## config.mk

```make
export PLATFORM = sky130hd
export DESIGN_NAME = if_pc_gen
export DESIGN_NICKNAME = d
export VERILOG_FILES = /design/src/rtl/if_pc_gen.sv
export SDC_FILE = /design/constraint.sdc
export NUM_CORES = 1
export LEC_CHECK = 0
export CAP_MARGIN = 20
export CORE_AREA = 8 8 185 187
export CTS_CLUSTER_DIAMETER = 60
export CTS_CLUSTER_SIZE = 12
export DETAILED_ROUTE_END_ITERATION = 16
export DIE_AREA = 0 0 193 195
export GPL_TIMING_DRIVEN = 0
export SLEW_MARGIN = 40
export SYNTH_ARGS = -nofsm -noshare
export SYNTH_HDL_FRONTEND = slang
export SYNTH_SLANG_ARGS = --single-unit
```

## constraint.sdc

```tcl
create_clock -name clk -period 4.3 [get_ports clk]
set_input_delay 0.645 -clock clk [delete_from_list [all_inputs] [get_ports clk]]
set_output_delay 0.645 -clock clk [all_outputs]
set_load 0.1 [all_outputs]
```

## src/rtl/if_pc_gen.sv

```systemverilog
// Fetch-stage PC generator for a 2-wide front end: holds the fetch PC, handshakes
// with instruction memory, follows predictor hints and takes ROB redirects.
module if_pc_gen #(
    parameter logic [63:0] RESET_PC = 64'h0,
    parameter int          CNT_W    = 32
) (
    input  logic             clk,
    input  logic             reset,
    input  logic             Imem_ready,
    input  logic             stall_in,
    input  logic             ROB_mispredict,
    input  logic [63:0]      ROB_redirect_addr,
    input  logic [1:0]       ptaken,
    input  logic [127:0]     paddress,
    output logic [127:0]     IF_PC,
    output logic [127:0]     IF_NPC,
    output logic [1:0]       IF_valid,
    output logic             if_req_valid,
    output logic [CNT_W-1:0] fetched_count
);

    typedef enum logic [1:0] {
        INIT   = 2'b00,
        RUN    = 2'b01,
        HOLD   = 2'b10,
        BUBBLE = 2'b11
    } state_t;

    state_t           state_r;
    state_t           next_state_s;
    logic [63:0]      pc_r;
    logic [63:0]      next_pc_s;
    logic             req_r;
    logic             next_req_s;
    logic [CNT_W-1:0] cnt_r;
    logic [CNT_W-1:0] next_cnt_s;
    logic             fire_s;
    logic [63:0]      seq_pc_s;
    logic [63:0]      redirect_pc_s;
    logic             unused_s;

    function automatic logic [1:0] popcount2(input logic [1:0] v);
        return {1'b0, v[0]} + {1'b0, v[1]};
    endfunction

    function automatic logic [CNT_W-1:0] sat_add(input logic [CNT_W-1:0] base,
                                                 input logic [1:0]       inc);
        logic [CNT_W:0] sum;
        sum = {1'b0, base} + {{(CNT_W-1){1'b0}}, inc};
        if (sum[CNT_W]) begin
            return {CNT_W{1'b1}};
        end else begin
            return sum[CNT_W-1:0];
        end
    endfunction

    assign IF_PC        = {pc_r + 64'd4, pc_r};
    assign IF_NPC       = {pc_r + 64'd8, pc_r + 64'd4};
    // Odd-word PC ends the 8-byte fetch block at slot0; a slot0 taken branch kills slot1.
    assign IF_valid     = req_r ? {~pc_r[2] & ~ptaken[0], 1'b1} : 2'b00;
    assign if_req_valid = req_r;
    assign fetched_count = cnt_r;

    assign fire_s        = req_r & Imem_ready & ~stall_in;
    assign seq_pc_s      = pc_r[2] ? (pc_r + 64'd4) : (pc_r + 64'd8);
    assign redirect_pc_s = {ROB_redirect_addr[63:2], 2'b00};
    assign unused_s      = ^{ROB_redirect_addr[1:0], paddress[65:64], paddress[1:0]};

    // Next-state, next-PC and counter update selection.
    always_comb begin
        next_state_s = state_r;
        next_pc_s    = pc_r;
        next_req_s   = req_r;
        next_cnt_s   = cnt_r;
        case (state_r)
            INIT: begin
                next_state_s = RUN;
                next_req_s   = 1'b1;
            end
            RUN, HOLD: begin
                if (ROB_mispredict) begin
                    next_state_s = BUBBLE;
                    next_pc_s    = redirect_pc_s;
                    next_req_s   = 1'b0;
                end else if (fire_s) begin
                    next_state_s = RUN;
                    next_req_s   = 1'b1;
                    next_cnt_s   = sat_add(cnt_r, popcount2(IF_valid));
                    if (ptaken[0]) begin
                        next_pc_s = {paddress[63:2], 2'b00};
                    end else if (!pc_r[2] && ptaken[1]) begin
                        next_pc_s = {paddress[127:66], 2'b00};
                    end else begin
                        next_pc_s = seq_pc_s;
                    end
                end else begin
                    next_state_s = HOLD;
                    next_req_s   = 1'b1;
                end
            end
            BUBBLE: begin
                if (ROB_mispredict) begin
                    next_state_s = BUBBLE;
                    next_pc_s    = redirect_pc_s;
                    next_req_s   = 1'b0;
                end else begin
                    next_state_s = RUN;
                    next_req_s   = 1'b1;
                end
            end
            default: begin
                next_state_s = INIT;
                next_pc_s    = RESET_PC;
                next_req_s   = 1'b0;
            end
        endcase
    end

    // FSM state, fetch PC, request flag and fetched-instruction counter.
    always_ff @(posedge clk or negedge reset) begin
        if (!reset) begin
            state_r <= INIT;
            pc_r    <= RESET_PC;
            req_r   <= 1'b0;
            cnt_r   <= {CNT_W{1'b0}};
        end else begin
            state_r <= next_state_s;
            pc_r    <= next_pc_s;
            req_r   <= next_req_s;
            cnt_r   <= next_cnt_s;
        end
    end

endmodule

```

=== Word level (Yosys, flattened, before mapping) ===
Index checks and enable logic that the tools add are counted.

* Register bits after elaboration: 99
* Input port bits: 199
* Output and inout port bits: 291
* Logic and storage cells: 43

* Add/sub/neg operators: 4
* Eq/ne operators: 5
* Muxes and demuxes: 15
* Bitwise gates (word level): 7
* Reductions and logical operators: 8

{| class="wikitable"
|+ Operator list
! cell !! number
|-
| 64-bit two-way mux || 6
|-
| 64-bit one-hot mux with 2 select lines || 1
|-
| 64-bit by 3-bit adder with 64-bit output, second input constant || 1
|-
| 64-bit by 4-bit adder with 64-bit output, second input constant || 1
|-
| 32-bit by 2-bit adder with 33-bit output || 1
|-
| 32-bit two-way mux || 1
|-
| 2-bit two-way mux || 4
|-
| 2-bit one-hot mux with 3 select lines || 1
|-
| 3-bit AND reduction || 2
|-
| 2-bit == test, second input constant || 2
|-
| 1-bit NOT || 4
|-
| 1-bit bitwise AND || 3
|-
| 3-bit inequality test, second input constant || 1
|-
| 3-bit OR reduction || 1
|-
| 1-bit by 1-bit adder with 2-bit output || 1
|-
| 2-bit by 1-bit == test with 1-bit output, second input constant || 1
|-
| 2-bit logical NOT || 1
|-
| 2-bit inequality test, second input constant || 1
|-
| 1-bit one-hot mux with 2 select lines || 1
|-
| 2-bit nonzero test || 1
|-
| 2-bit OR reduction || 1
|-
| 1-bit logical AND || 1
|-
| 1-bit logical NOT || 1
|-
| 1-bit two-way mux || 1
|}

=== Depth between registers and ports, before layout ===
* Depth after elaboration: 7
* Mapped depth: 15

=== Least setup slack after synthesis ===
OpenSTA, ideal clock, no wires.

* Path kind: reg2out
* Start: register pc_r[3]
* End: output port IF_PC[125]
* Arrival time: 5.142 ns
* Data required time: 3.655 ns
* Slack: -1.487 ns
* Stages on the path, launching flop included: 12
* Buffers on the path: 3
* Path through: dfrtp_1 > ha_1 > buf_2 > nand4_1 > or3_1 > buf_2 > nor4_4 > nand3_4 > nor2_2 > nand2_1 > xnor2_1 > buf_4

* Cells in the longest elaborated chain, start to end: 1

{| class="wikitable"
|+ RTL lines
! item !! line !! source
|-
| start, declared || 31 || <nowiki>logic [63:0] pc_r;</nowiki>
|-
| start signal, assigned || 128 || <nowiki>pc_r <= next_pc_s;</nowiki>
|-
| 64-bit by 3-bit adder with 64-bit output || - ||
|-
| end, declared || 15 || <nowiki>output logic [127:0] IF_PC,</nowiki>
|}

No other way between the ends.

=== Worst setup path in the final report ===
* Start: register pc_r[33]
* End: output port IF_PC[118]

* Cells in the longest elaborated chain, start to end: 1

{| class="wikitable"
|+ RTL lines
! item !! line !! source
|-
| 64-bit by 3-bit adder with 64-bit output || 57 || <nowiki>assign IF_PC = {pc_r + 64'd4, pc_r};</nowiki>
|}

No other way between the ends.

==> results.tsv <==
metric	value	unit
vias_per_cell	5.69	
max_slew.worst_pin.slew	980	ps
ys_seq_elements	97	
finalWorstSetupSlack	90.2	ps
start_util	30.1	%
setup_viol	0	
cts_tree	done	
synth-edff-count	0	
antenna_found_initial	19	
finalCriticalPeriod	4210	ps
multiInputGateArea	6950	sq um
ant_nets	0	
die_h	195	um
drc	0	
grt_max_degree	56	
core-area	31200	sq um
rr_worst_depth	14	
fin_cells	2196	
yosys_warnings	0	
relSlewSlack	34.7	%
grtUsageTotal	32.2	%
rsz0062_at_grt	true	
wl_per_cell	29.0	um
netlist_instances	1277	
ios	490	
num_vias	12500	
die_w	193	um
status	completed	
start_kind	flip-flop	
fin_skew	13.9	ps
num_rows	65	
drtIter0Drc	1332	
cp-end-kind	output port	
hold_viol_final	0	
asyncSetResetFlopFracSynth	100	%
hold_class	in2async	
ys_types	63	
r2r-end	fetched_count[0]$_DFFE_PN0P_	
rrSetupSlack	450	ps
ys.flop_type	dfrtp_1	
nets	1983	
hpwl	50.3	mm
n_fill_cell	3197	
grt_first_pass_wirelength	87.9	mm
r2r-start	pc_r[2]$_DFFE_PN0P_	
hold_buffers	0	
preCtsSetupSlack	-395	ps
path_class	reg2out	
grt_remaining_overflow	0	
ys_seq_area_share	25.8	%
synthTopCellsByArea	dfrtp_1, xor2_1, xnor2_1	
htree_levels	3	
place_congestion	0.967	
yosysMostFrequentCell	nand2_1	
syn2layout_area_growth	58.1	%
routed_wl	63.7	mm
clock-sinks	97	
cts_root_buf	clkbuf_16	
die-area	37600	sq um
finalCritPeriodShare	97.9	%
arrival	3560	ps
max_cap_viol_count	0	
fmax	0.238	GHz
clk_pin_slew	90	ps
insertion_delay	370	ps
numCtsBuffers	9	
drtPass1Iterations	9	
clockBufferDepth	2	
synth_top_area_share	25.8	%
syn_area	9410	sq um
synth.largest_area_cell	dfrtp_1	
synth_area_per_cell	7.37	sq um
register_area	2460	sq um
worst_ep_required_time	3650	ps
grt_pass1_vias	12200	
drive_above_1_share	32.2	%
io_buffer_count	473	
crit_fanout	7	
synth_common_cells	nand2_1, nor2_1, dfrtp_1	
finalMaxSlewViolations	0	
dp.cells	2161	
## cell families after synthesis
logic type | count (synthesis) | synth area share, %
and+or+nand+nor | 530 | 28.1
AOI/OAI and AO/OA | 268 | 17.6
buffers and inverters | 206 | 11.3
xor gates and xnor gates | 140 | 13.0
DFF | 97 | 25.8
muxes | 27 | 2.94
adders and majority gates | 8 | 1.14
other | 1 | 0.0399
## flip-flops by register name, indices dropped and copies added, names as in the netlist
| register | flops |
|---|---|
| pc_r | 62 |
| fetched_count | 32 |
| state_r | 2 |
| if_req_valid | 1 |
## timing repair
action	CTS	global route
gates resized for setup	30	43
endpoints found under the setup margin	67	71
setup buffers	7	6
endpoints found under the hold margin	0	0
pin swaps	3	4
## critical path, cell delays in order (launching register included)
cell	delay, ps
dfrtp_2	400
buf_2	270
nand4_1	510
nor4_2	610
nand4_1	280
nor2_1	240
xor2_2	290
buf_4	160
buf_2	420
## metal layers
layer | up-vias | part of all wire (%) | global-route usage [%]
met4 | 10 | 4.9 | 15.4
li1 | 5412 | - | -
met1 | 6020 | 36 | 36.9
met3 | 190 | 12 | 10.9
met2 | 865 | 47 | 53.1
met5 | - | 0.089 | 0
## placed cells by master (no fill, tap or decap), drive strengths merged, types with 6 or more instances in the layout
cell type	instances
a32oi	6
nand2b	18
clkbuf	95
nand4	37
diode	13
dfrtp	97
mux2i	22
a221o	6
a221oi	16
and3	30
and4	8
and2	7
nand3	76
a31oi	13
conb	8
nor2	111
or3	35
buf	386
xnor2	62
ha	7
inv	28
xor2	78
o22ai	6
clkdlybuf4s50	189
o21ai	79
a211oi	8
nand2	139
nor4	21
a21oi	86
o211ai	12
nor3	29
o21a	6
## stage by stage
| step | cell area (sq um) | util (%) | TNS, ps | hold slack (ps) |
|---|---|---|---|---|
| CTS | 14600 | 46.9 | -23.7 | 170 |
| global placement | 15500 | 49.7 | -258320 | 521 |
| detailed placement | 14200 | 45.4 | -6870 | 522 |
| floorplan | 10300 | - | -1680 | 349 |
| global route | 14900 | 47.6 | -62.4 | 178 |
| finish | 14900 | 47.6 | 0 | 156 |
## cell type report
cell class	count	area share (%)
Multi-Input combinational cell	981	46.7
Timing Repair Buffer	488	23.9
Sequential cell	97	16.5
Buffer	174	6.58
Tap cell	402	3.38
Clock buffer	9	1.51
Inverter	25	0.631
Clock inverter	7	0.505
Antenna cell	13	0.219
## how the worst max path moves through the flow
| stage | cells after the start | end | slack [ps] | start |
|---|---|---|---|---|
| after floorplan | 10 | IF_PC[117] | -270 | pc_r[4]$_DFFE_PN0P_ |
| after global placement | 1 | pc_r[3]$_DFFE_PN0P_ | -2790 | reset |
| after detailed placement | 11 | IF_PC[113] | -390 | pc_r[3]$_DFFE_PN0P_ |
| after CTS | 13 | IF_PC[113] | -20 | pc_r[3]$_DFFE_PN0P_ |
| after global routing | 9 | IF_PC[124] | -40 | pc_r[35]$_DFFE_PN0P_ |
| final | 8 | IF_PC[118] | 90 | pc_r[33]$_DFFE_PN0P_ |
Power is not shown: default switching activity piles up to over one toggle a cycle in this logic, so the estimate is an artifact.
